$ cat src/rtl/sdram_arb_pkg.sv
// Shared types and default widths for the two-port SDRAM command arbiter.
package sdram_arb_pkg;

    typedef enum logic {
        IDLE  = 1'b0,
        ISSUE = 1'b1
    } state_t;

    localparam int PORT_ID_W = 1;
    localparam logic [PORT_ID_W-1:0] PORT0 = 1'b0;
    localparam logic [PORT_ID_W-1:0] PORT1 = 1'b1;

    localparam int ADDR_W_DEF   = 23;
    localparam int DATA_W_DEF   = 32;
    localparam int BE_W_DEF     = 4;
    localparam int RD_DEPTH_DEF = 4;

endpackage

$ cat src/rtl/sdram_tag_fifo.sv
// In-order FIFO of port IDs, one entry per outstanding read command.
module sdram_tag_fifo
    import sdram_arb_pkg::*;
#(
    parameter int RD_DEPTH = RD_DEPTH_DEF,
    parameter int CNT_W    = $clog2(RD_DEPTH) + 1
) (
    input  logic                 clk,
    input  logic                 rst,
    input  logic                 push,
    input  logic [PORT_ID_W-1:0] push_id,
    input  logic                 pop,
    output logic [PORT_ID_W-1:0] head_id,
    output logic [CNT_W-1:0]     count,
    output logic                 empty,
    output logic                 full
);

    localparam int PTR_W = CNT_W - 1;

    logic [PORT_ID_W-1:0] mem [RD_DEPTH];
    logic [PTR_W-1:0]     wptr;
    logic [PTR_W-1:0]     rptr;

    // Pointers wrap naturally because RD_DEPTH is a power of two.
    always_ff @(posedge clk or posedge rst) begin
        if (rst) begin
            wptr  <= '0;
            rptr  <= '0;
            count <= '0;
            for (int i = 0; i < RD_DEPTH; i++) mem[i] <= PORT0;
        end else begin
            if (push) begin
                mem[wptr] <= push_id;
                wptr      <= wptr + 1'b1;
            end
            if (pop) rptr <= rptr + 1'b1;
            if (push && !pop)      count <= count + 1'b1;
            else if (pop && !push) count <= count - 1'b1;
        end
    end

    assign head_id = mem[rptr];
    assign empty   = (count == '0);
    assign full    = (count == CNT_W'(RD_DEPTH));

endmodule

$ cat src/rtl/sdram_arbiter.sv
// Round-robin two-port front end for the SDRAM controller command port,
// with read data steered back to the issuing port via an in-order tag FIFO.
module sdram_arbiter
    import sdram_arb_pkg::*;
#(
    parameter int ADDR_W   = ADDR_W_DEF,
    parameter int DATA_W   = DATA_W_DEF,
    parameter int BE_W     = BE_W_DEF,
    parameter int RD_DEPTH = RD_DEPTH_DEF
) (
    input  logic              clk,
    input  logic              rst,
    input  logic              p0_req_valid,
    output logic              p0_req_ready,
    input  logic              p0_req_wr,
    input  logic [BE_W-1:0]   p0_req_be,
    input  logic [ADDR_W-1:0] p0_req_addr,
    input  logic [DATA_W-1:0] p0_req_data,
    input  logic              p1_req_valid,
    output logic              p1_req_ready,
    input  logic              p1_req_wr,
    input  logic [BE_W-1:0]   p1_req_be,
    input  logic [ADDR_W-1:0] p1_req_addr,
    input  logic [DATA_W-1:0] p1_req_data,
    output logic              p0_rd_valid,
    output logic              p1_rd_valid,
    output logic [DATA_W-1:0] rd_data,
    input  logic              cmd_ready,
    output logic              cmd_enable,
    output logic              cmd_wr,
    output logic [BE_W-1:0]   cmd_byte_enable,
    output logic [ADDR_W-1:0] cmd_address,
    output logic [DATA_W-1:0] cmd_data_in,
    input  logic [DATA_W-1:0] data_out,
    input  logic              data_out_ready,
    output logic              rd_orphan
);

    localparam int CNT_W = $clog2(RD_DEPTH) + 1;

    state_t               state, state_next;
    logic [PORT_ID_W-1:0] ptr, winner, grant_id, head_id;
    logic                 grant, accept, elig0, elig1;
    logic                 push, pop, empty, full;
    logic [CNT_W-1:0]     count;
    logic                 unused_count;

    // A port that was just acknowledged is skipped for one cycle so its
    // stale request (still visible while it samples req_ready) is not re-granted.
    // Reads additionally need a free tag slot; writes never return data.
    assign elig0  = p0_req_valid && !p0_req_ready && (p0_req_wr || !full);
    assign elig1  = p1_req_valid && !p1_req_ready && (p1_req_wr || !full);
    assign accept = (state == ISSUE) && cmd_enable && cmd_ready;
    assign push   = accept && !cmd_wr;
    assign pop    = data_out_ready && !empty;

    // count is kept for debug visibility; eligibility uses full/empty.
    assign unused_count = ^count;

    sdram_tag_fifo #(.RD_DEPTH(RD_DEPTH), .CNT_W(CNT_W)) u_fifo (
        .clk     (clk),
        .rst     (rst),
        .push    (push),
        .push_id (winner),
        .pop     (pop),
        .head_id (head_id),
        .count   (count),
        .empty   (empty),
        .full    (full)
    );

    // State register.
    always_ff @(posedge clk or posedge rst) begin
        if (rst) state <= IDLE;
        else     state <= state_next;
    end

    // Next state and grant decision; the pointer only breaks ties.
    always_comb begin
        state_next = state;
        grant      = 1'b0;
        grant_id   = PORT0;
        case (state)
            IDLE: begin
                if (elig0 || elig1) begin
                    grant      = 1'b1;
                    state_next = ISSUE;
                    if (elig0 && elig1) grant_id = ptr;
                    else if (elig1)     grant_id = PORT1;
                    else                grant_id = PORT0;
                end
            end
            ISSUE:   if (accept) state_next = IDLE;
            default: state_next = IDLE;
        endcase
    end

    // Command registers, request acknowledges and round-robin pointer.
    always_ff @(posedge clk or posedge rst) begin
        if (rst) begin
            cmd_enable      <= 1'b0;
            cmd_wr          <= 1'b0;
            cmd_byte_enable <= '0;
            cmd_address     <= '0;
            cmd_data_in     <= '0;
            winner          <= PORT0;
            ptr             <= PORT0;
            p0_req_ready    <= 1'b0;
            p1_req_ready    <= 1'b0;
        end else begin
            p0_req_ready <= 1'b0;
            p1_req_ready <= 1'b0;
            if (grant) begin
                cmd_enable <= 1'b1;
                winner     <= grant_id;
                if (grant_id == PORT1) begin
                    cmd_wr          <= p1_req_wr;
                    cmd_byte_enable <= p1_req_be;
                    cmd_address     <= p1_req_addr;
                    cmd_data_in     <= p1_req_data;
                end else begin
                    cmd_wr          <= p0_req_wr;
                    cmd_byte_enable <= p0_req_be;
                    cmd_address     <= p0_req_addr;
                    cmd_data_in     <= p0_req_data;
                end
            end else if (accept) begin
                cmd_enable   <= 1'b0;
                p0_req_ready <= (winner == PORT0);
                p1_req_ready <= (winner == PORT1);
                ptr          <= ~winner;
            end
        end
    end

    // Read return: register data and pulse the valid of the tagged port.
    always_ff @(posedge clk or posedge rst) begin
        if (rst) begin
            rd_data     <= '0;
            p0_rd_valid <= 1'b0;
            p1_rd_valid <= 1'b0;
            rd_orphan   <= 1'b0;
        end else begin
            p0_rd_valid <= pop && (head_id == PORT0);
            p1_rd_valid <= pop && (head_id == PORT1);
            if (pop) rd_data <= data_out;
            if (data_out_ready && empty) rd_orphan <= 1'b1;
        end
    end

endmodule

$ cat config.mk
export PLATFORM = sky130hd
export DESIGN_NAME = sdram_arbiter
export DESIGN_NICKNAME = d
export VERILOG_FILES = /design/src/rtl/sdram_arb_pkg.sv /design/src/rtl/sdram_tag_fifo.sv /design/src/rtl/sdram_arbiter.sv
export SDC_FILE = /design/constraint.sdc
export NUM_CORES = 1
export LEC_CHECK = 0
export ABC_AREA = 1
export BUFFER_PORTS_ARGS = -buffer_cell sky130_fd_sc_hd__buf_2
export CORE_MARGIN = 5
export CORE_UTILIZATION = 47
export DETAILED_ROUTE_END_ITERATION = 6
export PLACE_DENSITY_LB_ADDON = 0.12
export SLEW_MARGIN = 20
export SYNTH_ARGS = -nofsm -noshare
export SYNTH_HDL_FRONTEND = slang
export SYNTH_SLANG_ARGS = --single-unit
$ cat constraint.sdc
create_clock -name clk -period 4.5 [get_ports clk]
set_input_delay 0.675 -clock clk [delete_from_list [all_inputs] [get_ports clk]]
set_output_delay 0.675 -clock clk [all_outputs]
set_load 0.02 [all_outputs]
# After elaboration in Yosys (flattened, before gate mapping)
# Cells that the tools add are included.
# Widths: inputs -> output; s select.
[classes]
reduce_logical = 29
bitwise_logic = 6
muxes = 26
eq_ne = 1
addsub = 4
magnitude_cmp = 3
[ops]
columns = ["cell", "count"]
rows = [
  ["$mux 32", 1],
  ["$mux 23", 1],
  ["$mux 1", 17],
  ["$logic_and 1x1->1", 15],
  ["$logic_not 1->1", 7],
  ["$ge 3x3->1 const B", 2],
  ["$mux 3", 2],
  ["$not 2->3", 2],
  ["$add 2x1->2 const B", 2],
  ["$bwmux 4", 1],
  ["$mux 4", 1],
  ["$not 1->1", 4],
  ["$reduce_bool 2->1", 2],
  ["$add 3x1->3 const B", 1],
  ["$eq 3x3->1 const B", 1],
  ["$logic_not 3->1", 1],
  ["$logic_or 1x1->1", 3],
  ["$lt 3x1->1 const B", 1],
  ["$sub 3x1->3 const B", 1],
  ["$bmux 1 s2", 1],
  ["$demux 1 s2", 1],
  ["$pmux 1 s2", 1],
  ["$reduce_and 2->1", 1],
]
[word_totals]
out_inout_bits = 98
ff_bits = 112
word_cells = 90
input_bits = 158

# Depth between registers and ports, before layout
# Gate-level depths: netlist (run 1).
[logic_depth]
depth_word = 9
mapped_depth = 10
mapped_depth_nobuf = 9

# Hierarchy
# From an unflattened synthesis (run 1), not the netlist that was laid out.
[hier_totals]
hier_cells = 757
area_unflattened_um2 = 5634.2
[modules_own_cells]
columns = ["mod", "cells_per_inst", "n_inst", "seq_area_each_um2", "area_per_inst_um2"]
rows = [
  ["sdram_arbiter", 693, 1, 2527.4, 5059.9],
  ["sdram_tag_fifo", 64, 1, 275.3, 574.3],
]

# Worst setup path before layout (run 1)
# No wires, ideal clock.
[synth_timing]
path_type = "in2reg"
from = "input port cmd_ready"
to = "register u_fifo.count[2]"
required_ns = 4.369
stages = 9
slack_ns = 2.256
path_buffers = 1
arrival_time_ns = 2.113
setup_ns = 0.131
path_cell_list = "nand3_1 nor2_1 buf_2 ha_1 inv_1 fa_1 a21oi_1 o21ai_0 xor2_1"
[synth_between]
elab_chain_len = 5
elab_cells_between_ends = 7
cone_classes = "mux: 1; reduce/logical: 6"
[synth_rtl]
columns = ["element", "line_no", "rtl"]
rows = [
  ["from (decl)", "sdram_arbiter.sv:28", "input logic cmd_ready,"],
  ["$logic_and 1x1->1 *", "sdram_arbiter.sv:53", "assign accept = (state == ISSUE) && cmd_enable && cmd_ready;"],
  ["$logic_and 1x1->1 *", "sdram_arbiter.sv:54", "assign push = accept && !cmd_wr;"],
  ["via push", "sdram_arbiter.sv:44", "logic push, pop, empty, full;"],
  ["$logic_not 1->1", "sdram_tag_fifo.sv:39", "else if (pop && !push) count <= count - 1'b1;"],
  ["$logic_and 1x1->1", "sdram_tag_fifo.sv:39", ""],
  ["$reduce_bool 2->1 (no source line)", "--", ""],
  ["to (signal assigned)", "sdram_tag_fifo.sv:38", "if (push && !pop) count <= count + 1'b1;"],
  ["to (signal assigned)", "sdram_tag_fifo.sv:39", ""],
  ["to (decl)", "sdram_tag_fifo.sv:14", "output logic [CNT_W-1:0] count,"],
]
# The timed path passes the listed nets; every way through them passes the cells marked *.
# A chain may end at the register's enable or synchronous reset.

# Worst setup path in the final report (run 1)
[layout_timing]
from = "register u_fifo.count[0]"
to = "register u_fifo.count[2]"
[layout_between]
elab_chain_len = 6
elab_cells_between_ends = 11
cone_classes = "add/sub: 2; mux: 2; reduce/logical: 7"
[layout_rtl]
columns = ["element"]
rows = [
  ["branches (longest 6 deep; another with $sub 3x1->3)"],
]
# Parallel ways; which one is timed is not known. The select of a mux whose other input is x is not followed.

==> metrics.md, run 1 <==
| Metric | Value |
|---|---|
| Status | `finished, final reports clean` |
| Ys Warns | `0` |
| First-pass GRT wire length | `25.4 mm` |
| Total gr overflow | `0` |
| Reg2reg start | `u_fifo.count[0]` |
| Antenna Nets Post-Route | `0` |
| Area growth syn-to-layout | `28.4%` |
| Initial antenna violation count | `0` |
| Slowest-stage cell, CP | `nand2_2` |
| # DRC | `0` |
| Critical Path RT | `4.73 ns` |
| Sequential share of the synthesized area | `0.508` |
| Worst R2R Path Depth | `9` |
| Buffers on Ports | `255` |
| DP HPWL | `11.3 mm` |
| Drt total wl | `15.7 mm` |
| Hold Fails Final Rpt | `0` |
| Cell Count, Final, Fillers Out | `1052` |
| Clk_lat worst skew | `0.35 ns` |
| RSZ-0062 raised after global routing | `false` |
| Drt via density | `4.94` |
| Io pins | `256` |
| DR vias | `5201` |
| Nets@finish | `1068` |
| Initial DRC Count | `322` |
| Clk root buf | `clkbuf_16` |
| Critical path cell sequence | `nor2_4 > nand2_2 > nand2_2 > ha_1 > inv_1 > fa_1 > a21oi_1 > o21ai_0 > xor2_1` |
| Syn nets | `832` |
| Crit Path Class | `reg -> reg` |
| Mapped Avg Cell Area | `8.25 um2` |
| H-tree Lvls | `3` |
| Hold_buf cts | `0` |
| Inst Count DP | `1036` |
| Cell mode on critical path | `nand2_2` |
| Critical Path Sink Type | `flip-flop` |
| FMAX | `0.394 GHz` |
| Worst hold path startpoint | `winner` |
| Commonest non-fill, non-tap cell in the layout | `buf_2` |
| Final period util | `0.564` |
| Tightest Pin Transition | `0.896 ns` |
| Die height | `118 um` |
| Arrival time at the worst endpoint | `2.76 ns` |
| Synth cell types | `25` |
| Core area | `0.0115 mm2` |
| Max-slew headroom | `0.403` |
| CTS Buf Count | `9` |
| Post-synthesis instance total | `668` |
| Gpl congestion | `0.808` |
| Total die area | `0.0140 mm2` |
| Crit path capture | `u_fifo.count[2]` |
| Yosys reg bits | `112` |
| Crit path max fanout | `36` |
| Share of layout cells above drive strength 1 | `0.348` |
| Worst setup path start | `u_fifo.count[0]` |
| Hold_ws | `0.435 ns` |
| Static leakage power | `4.46 nW` |
| Crit-path max cell delay | `0.60 ns` |
| Postcts setup bufs | `0` |
| CTS tree | `yes` |
| Clk slew on worst S/H paths | `0.07 ns` |
| Max-Cap Viols | `0` |
| First-pass DRT Iterations | `5` |
| Diode count | `0` |
| Clock sinks | `112` |
| Largest net degree at the start of global routing | `71` |
| Total GRT Usage | `0.219` |
| Post_cts resized | `0` |
| Setup Skew | `0.00628 ns` |
| Min cycle time layout | `2.54 ns` |
| Final setup fails | `0` |
| VDD IR max | `0.294 mV` |
| Die Width | `118 um` |
| PwrDens | `363 mW/mm2` |
| WL per Instance | `14.9 um` |
| Min-delay worst type | `reg -> reg` |
| R2r setup slk | `1.96 ns` |
| Max Root-Sink Buffers | `2` |
| FP Rows | `39` |
| Cell area after synthesis | `0.00551 mm2` |
| Max-slew violations | `0` |
| CP Launch Type | `flip-flop` |
| Worst reg2reg endpoint | `u_fifo.count[2]` |
| Initial core utilization | `0.481` |
| Most frequent cells in the layout | `buf_2 (255), nand2_1 (188), inv_1 (131)` |
| Setup TNS | `0 ns` |
| Vias in the first global route | `5147` |
-- state kept, by name, summed over array words and instances, names as in the netlist --
signal and flops:
u_fifo.rptr 2, p1_rd_valid 1, rd_orphan 1, cmd_wr 1, p0_rd_valid 1, cmd_enable 1
ptr 1, state 1, rd_data 32, cmd_byte_enable 4, u_fifo.mem 4, p1_req_ready 1
u_fifo.wptr 2, p0_req_ready 1, cmd_data_in 32, cmd_address 23, winner 1, u_fifo.count 3
-- cell families (layout without fill, tap and decap cells) --
logic type                 count (synthesis)  count (layout)  share of synthesized area
AOI/OAI and AO/OA                         18              18                     0.0191
adders and majority gates                  6               6                     0.0150
buffers and inverters                    168             409                      0.128
muxes                                     33              33                     0.0674
and+or+nand+nor                          327             327                      0.256
DFF                                      112             112                      0.508
xor gates and xnor gates                   4               4                    0.00635
-- critical path, delay by kind of cell (launching register included) --
family	cells	cell delay, ns
AND/OR/NAND/NOR	3	0.86
AO/OA/AOI/OAI	2	0.25
flip-flops	1	0.45
adder cells (fa/ha/maj)	2	0.66
buffers and inverters	1	0.07
XOR/XNOR	1	0.15
-- stage by stage --
step / utilization / worst slack [ns] / instance area (um2) / total power [mW]
after floorplan: - / 0.866 / 5510 / 1.60
after global placement: 0.593 / 1.76 / 6800 / 1.81
after detailed placement: 0.593 / 1.72 / 6800 / 1.83
after CTS: 0.617 / 1.93 / 7080 / 2.60
after global routing: 0.617 / 1.77 / 7080 / 2.70
final: 0.617 / 1.96 / 7080 / 2.57
-- worst min-delay path by stage --
stage | to | slack (ns) | cells after the start
5_1_grt | p0_req_ready | 0.48 | 1
3_5_place_dp | p0_req_ready | 0.43 | 1
2_1_floorplan | p0_req_ready | 0.41 | 1
3_3_place_gp | p0_req_ready | 0.43 | 1
4_1_cts | p0_req_ready | 0.44 | 1
6_report | p0_req_ready | 0.43 | 1
-- power by group --
part / leakage, nW / switching [mW] / internal [mW]
clock network: 0.134 / 0.384 / 0.384
registers: 1.45 / 0.0746 / 1.13
logic: 2.88 / 0.336 / 0.261
-- per-layer routing --
layer  global-route usage  part of all wire
met5                    0                 0
met3               0.0449             0.062
met2                0.373              0.51
met4               0.0724             0.022
met1                0.278              0.41
-- Yosys cell counts --
cell	number	share of area
xor2_1	3	0.0048
nor2_4	1	0.0020
mux2_1	1	0.0020
fa_1	1	0.0036
a31o_2	1	0.0016
inv_1	132	0.090
a21oi_1	7	0.0064
nand2_4	1	0.0020
ha_1	5	0.011
nand3_2	1	0.0018
buf_4	12	0.016
inv_2	2	0.0014
a32oi_1	1	0.0016
dfrtp_1	112	0.51
nand2_1	188	0.13
nor2_1	8	0.0054
buf_2	22	0.020
nor2b_1	1	0.0011
mux2_2	32	0.065
xnor2_1	1	0.0016
o21ai_0	4	0.0036
nand3_1	124	0.11
nand2_2	3	0.0034
a31oi_1	4	0.0045
o21bai_1	1	0.0014
-- cell type report --
type                       instances  area [um2]
sequential                       112        2800
timing repair buffer             259        1310
clock inverter                     6        47.5
clock buffer                      10         229
inverter                         134         507
fill                            1071        4390
tap                              143         179
multi-input combinational        388        2010
(Power assumes the default switching activity.)
==> run 2, diff against run 1 <==
ABC_AREA = 0   (was 1)
CORE_UTILIZATION = 46   (was 47)
clock period = 2.64 ns   (was 4.5 ns; I/O delays follow)
==> metrics.md, run 2 <==
| Metric | Value |
|---|---|
| Status | `finished, final reports clean (unchanged)` |
| Gpl congestion | `0.799 (was 0.808)` |
| PwrDens | `1240 mW/mm2 (was 363 mW/mm2)` |
| Worst R2R Path Depth | `5 (was 9)` |
| DP HPWL | `10.8 mm (was 11.3 mm)` |
| Min-delay worst type | `in -> async (was reg -> reg)` |
| Post-synth EDFFs | `0 (unchanged)` |
| Drt via density | `5.43 (was 4.94)` |
| Share of layout cells above drive strength 1 | `0.376 (was 0.348)` |
| R2r setup slk | `0.37 ns (was 1.96 ns)` |
| WL per Instance | `16.9 um (was 14.9 um)` |
| Share of power burned in registers | `0.357 (was 0.469)` |
| CTS tree | `yes (unchanged)` |
| Postcts setup bufs | `0 (unchanged)` |
| CTS Buf Count | `9 (unchanged)` |
| Synth async-reset ratio | `1.00 (unchanged)` |
| Setup TNS | `0 ns (unchanged)` |
| Sw power | `3.73 mW (was 0.795 mW)` |
| Clk_lat worst skew | `0.38 ns (was 0.35 ns)` |
| Critical Path RT | `2.95 ns (was 4.73 ns)` |
| Prevailing post-synth register cell | `dfrtp_1 (unchanged)` |
| Die height | `116 um (was 118 um)` |
| Clk slew on worst S/H paths | `0.11 ns (was 0.07 ns)` |
| Combinational share of power | `0.492 (was 0.232)` |
| Final setup fails | `0 (unchanged)` |
| Core area | `0.0109 mm2 (was 0.0115 mm2)` |
| Initial core utilization | `0.470 (was 0.481)` |
| Diode count | `0 (unchanged)` |
| VDD IR max | `0.632 mV (was 0.294 mV)` |
| Worst reg2reg endpoint | `cmd_address[4] (was u_fifo.count[2])` |
| Cell area after synthesis | `0.00512 mm2 (was 0.00551 mm2)` |
| Nets@finish | `946 (was 1068)` |
| Antenna Nets Post-Route | `0 (unchanged)` |
| Tightest Pin Transition | `1.07 ns (was 0.896 ns)` |
| H-tree Lvls | `3 (unchanged)` |
| Sequential share of the synthesized area | `0.547 (was 0.508)` |
| # DRC | `0 (unchanged)` |
| Setup Skew | `0.0136 ns (was 0.00628 ns)` |
| Initial antenna violation count | `0 (unchanged)` |
| Reg2reg start | `u_fifo.count[0] (unchanged)` |
| Ys Warns | `0 (unchanged)` |
| Vias in the first global route | `5007 (was 5147)` |
| Yosys top cell by area | `dfrtp_1 (unchanged)` |
| Final period util | `0.861 (was 0.564)` |
| First-pass DRT Iterations | `5 (unchanged)` |
| Post-synthesis instance total | `551 (was 668)` |
| Io pins | `256 (unchanged)` |
| Buffers on Ports | `255 (unchanged)` |
| Cell Count, Final, Fillers Out | `927 (was 1052)` |
| FP Rows | `38 (was 39)` |
| Die Width | `116 um (was 118 um)` |
| RSZ-0062 raised after global routing | `false (unchanged)` |
| Layout Utilization | `0.612 (was 0.617)` |
| Hold Fails Final Rpt | `0 (unchanged)` |
| Most common cell in the netlist | `dfrtp_1 (was nand2_1)` |
| Mapped Avg Cell Area | `9.29 um2 (was 8.25 um2)` |
| Switching Share | `0.449 (was 0.309)` |
| FMAX | `0.440 GHz (was 0.394 GHz)` |
| Min cycle time layout | `2.27 ns (was 2.54 ns)` |
| Total die area | `0.0133 mm2 (was 0.0140 mm2)` |
| Inst Count DP | `911 (was 1036)` |
| Crit Path Class | `reg -> reg (unchanged)` |
| Initial DRC Count | `469 (was 322)` |
| Area growth syn-to-layout | `30.2% (was 28.4%)` |
| Top-area cell type share of the netlist area | `0.547 (was 0.508)` |
| Critical Path Sink Type | `flip-flop (unchanged)` |
| First-pass GRT wire length | `24.5 mm (was 25.4 mm)` |
| PnR Total Power | `8.30 mW (was 2.57 mW)` |
| Arrival time at the worst endpoint | `2.58 ns (was 2.76 ns)` |
| Clock share of power | `0.151 (was 0.299)` |
| Largest net degree at the start of global routing | `113 (was 71)` |
| Synth cell types | `30 (was 25)` |
| Yosys reg bits | `112 (unchanged)` |
| Max Root-Sink Buffers | `2 (unchanged)` |
| DR vias | `5035 (was 5201)` |
| Clock sinks | `112 (unchanged)` |
| Max-Cap Viols | `0 (unchanged)` |
| Static leakage power | `3.34 nW (was 4.46 nW)` |
| Post-synth top cells | `dfrtp_1 (112), nand2_1 (109), nor2_1 (66), a21oi_1 (61), a31oi_1 (59) (was nand2_1 (188), inv_1 (132), nand3_1 (124), dfrtp_1 (112), mux2_2 (32))` |
| Place WS | `0.246 ns (was 1.72 ns)` |
| Drt total wl | `15.6 mm (was 15.7 mm)` |
| Ranking of synthesized cells by area | `dfrtp_1 (55%), nand2_1 (8.0%), a31oi_1 (7.2%) (was dfrtp_1 (51%), nand2_1 (13%), nand3_1 (11%))` |
| Total gr overflow | `0 (unchanged)` |
| Crit path max fanout | `26 (was 36)` |
| PnR worst setup slack | `0.368 ns (was 1.96 ns)` |
| Post_cts resized | `0 (unchanged)` |
| Max-slew headroom | `0.290 (was 0.403)` |
| Commonest non-fill, non-tap cell in the layout | `buf_2 (unchanged)` |
| Pint | `4.57 mW (was 1.78 mW)` |
| Max-slew violations | `0 (unchanged)` |
| Most frequent cells in the layout | `buf_2 (255), dfrtp_1 (112), nand2_1 (108) (was buf_2 (255), nand2_1 (188), inv_1 (131))` |
| Total GRT Usage | `0.229 (was 0.219)` |
| CP Launch Type | `flip-flop (unchanged)` |
| Hold_buf cts | `0 (unchanged)` |
| Largest regs | `cmd_data_in: 32 flops, rd_data: 32 flops, cmd_address: 23 flops (unchanged)` |
| Clk root buf | `clkbuf_8 (was clkbuf_16)` |
| Syn nets | `715 (was 832)` |
run 2: metrics by stage:
| step | hold WS (ns) | instance area, um2 |
|---|---|---|
| detailed placement | 0.443 | 6420 |
| CTS | 0.184 | 6670 |
| global route | 0.200 | 6670 |
| global placement | 0.441 | 6420 |
| finish | 0.158 | 6670 |
| floorplan | 0.450 | 5120 |
run 2: logic make-up after synthesis:
logic type | after synthesis | share of synthesized area
AO/OA/AOI/OAI | 188 | 0.207
AND/OR/NAND/NOR | 183 | 0.140
flip-flops | 112 | 0.547
adder cells (fa/ha/maj) | 6 | 0.0161
multiplexers | 6 | 0.0154
buffers and inverters | 50 | 0.0633
XOR/XNOR | 6 | 0.0103
run 2: worst max-delay path by stage:
stage                     slack, ns             from  depth (start not counted)                  to
after global routing           0.18              ptr                          4     cmd_address[22]
after detailed placement       0.25     p0_req_valid                          5     cmd_data_in[31]
after global placement         0.43     p0_req_valid                          5  cmd_byte_enable[3]
after floorplan                0.25  u_fifo.count[0]                          8     u_fifo.count[2]
final                          0.37  u_fifo.count[0]                          5      cmd_address[4]
after CTS                      0.35  u_fifo.count[0]                          4     cmd_data_in[31]
run 2: layout make-up:
class | instances | area (um2)
fillers | 965 | 4220
flip-flops and latches | 112 | 2800
multi-input cells | 389 | 2010
repair buffers | 265 | 1400
well taps | 140 | 175
clock buffers | 10 | 138
clock inverters | 6 | 113
inverters | 5 | 22.5
run 2: worst max-delay path: stages (launching register included):
cell and delay (ns):
dfrtp_1 0.49, or4b_2 0.81, a32oi_4 0.28, buf_4 0.35, a31oi_1 0.08, a21oi_1 0.19
run 2: metal layers:
layer  vias up  GRT usage  wire (um)
met1      2421      0.292       6050
met3        31     0.0433       1390
met4         0     0.0978        429
met5         -          0          0
li1       2353          -          -
met2       230      0.383       7770
run 2: power by group through the flow:
stage               Combinational (mW)  Clock, mW  Sequential [mW]
floorplan                         2.00          0             3.75
finish                            4.09       1.25             2.96
detailed placement                4.11          0             2.99
global placement                  3.99          0             2.97
global route                      4.48       1.36             3.06
CTS                               4.12       1.28             2.96
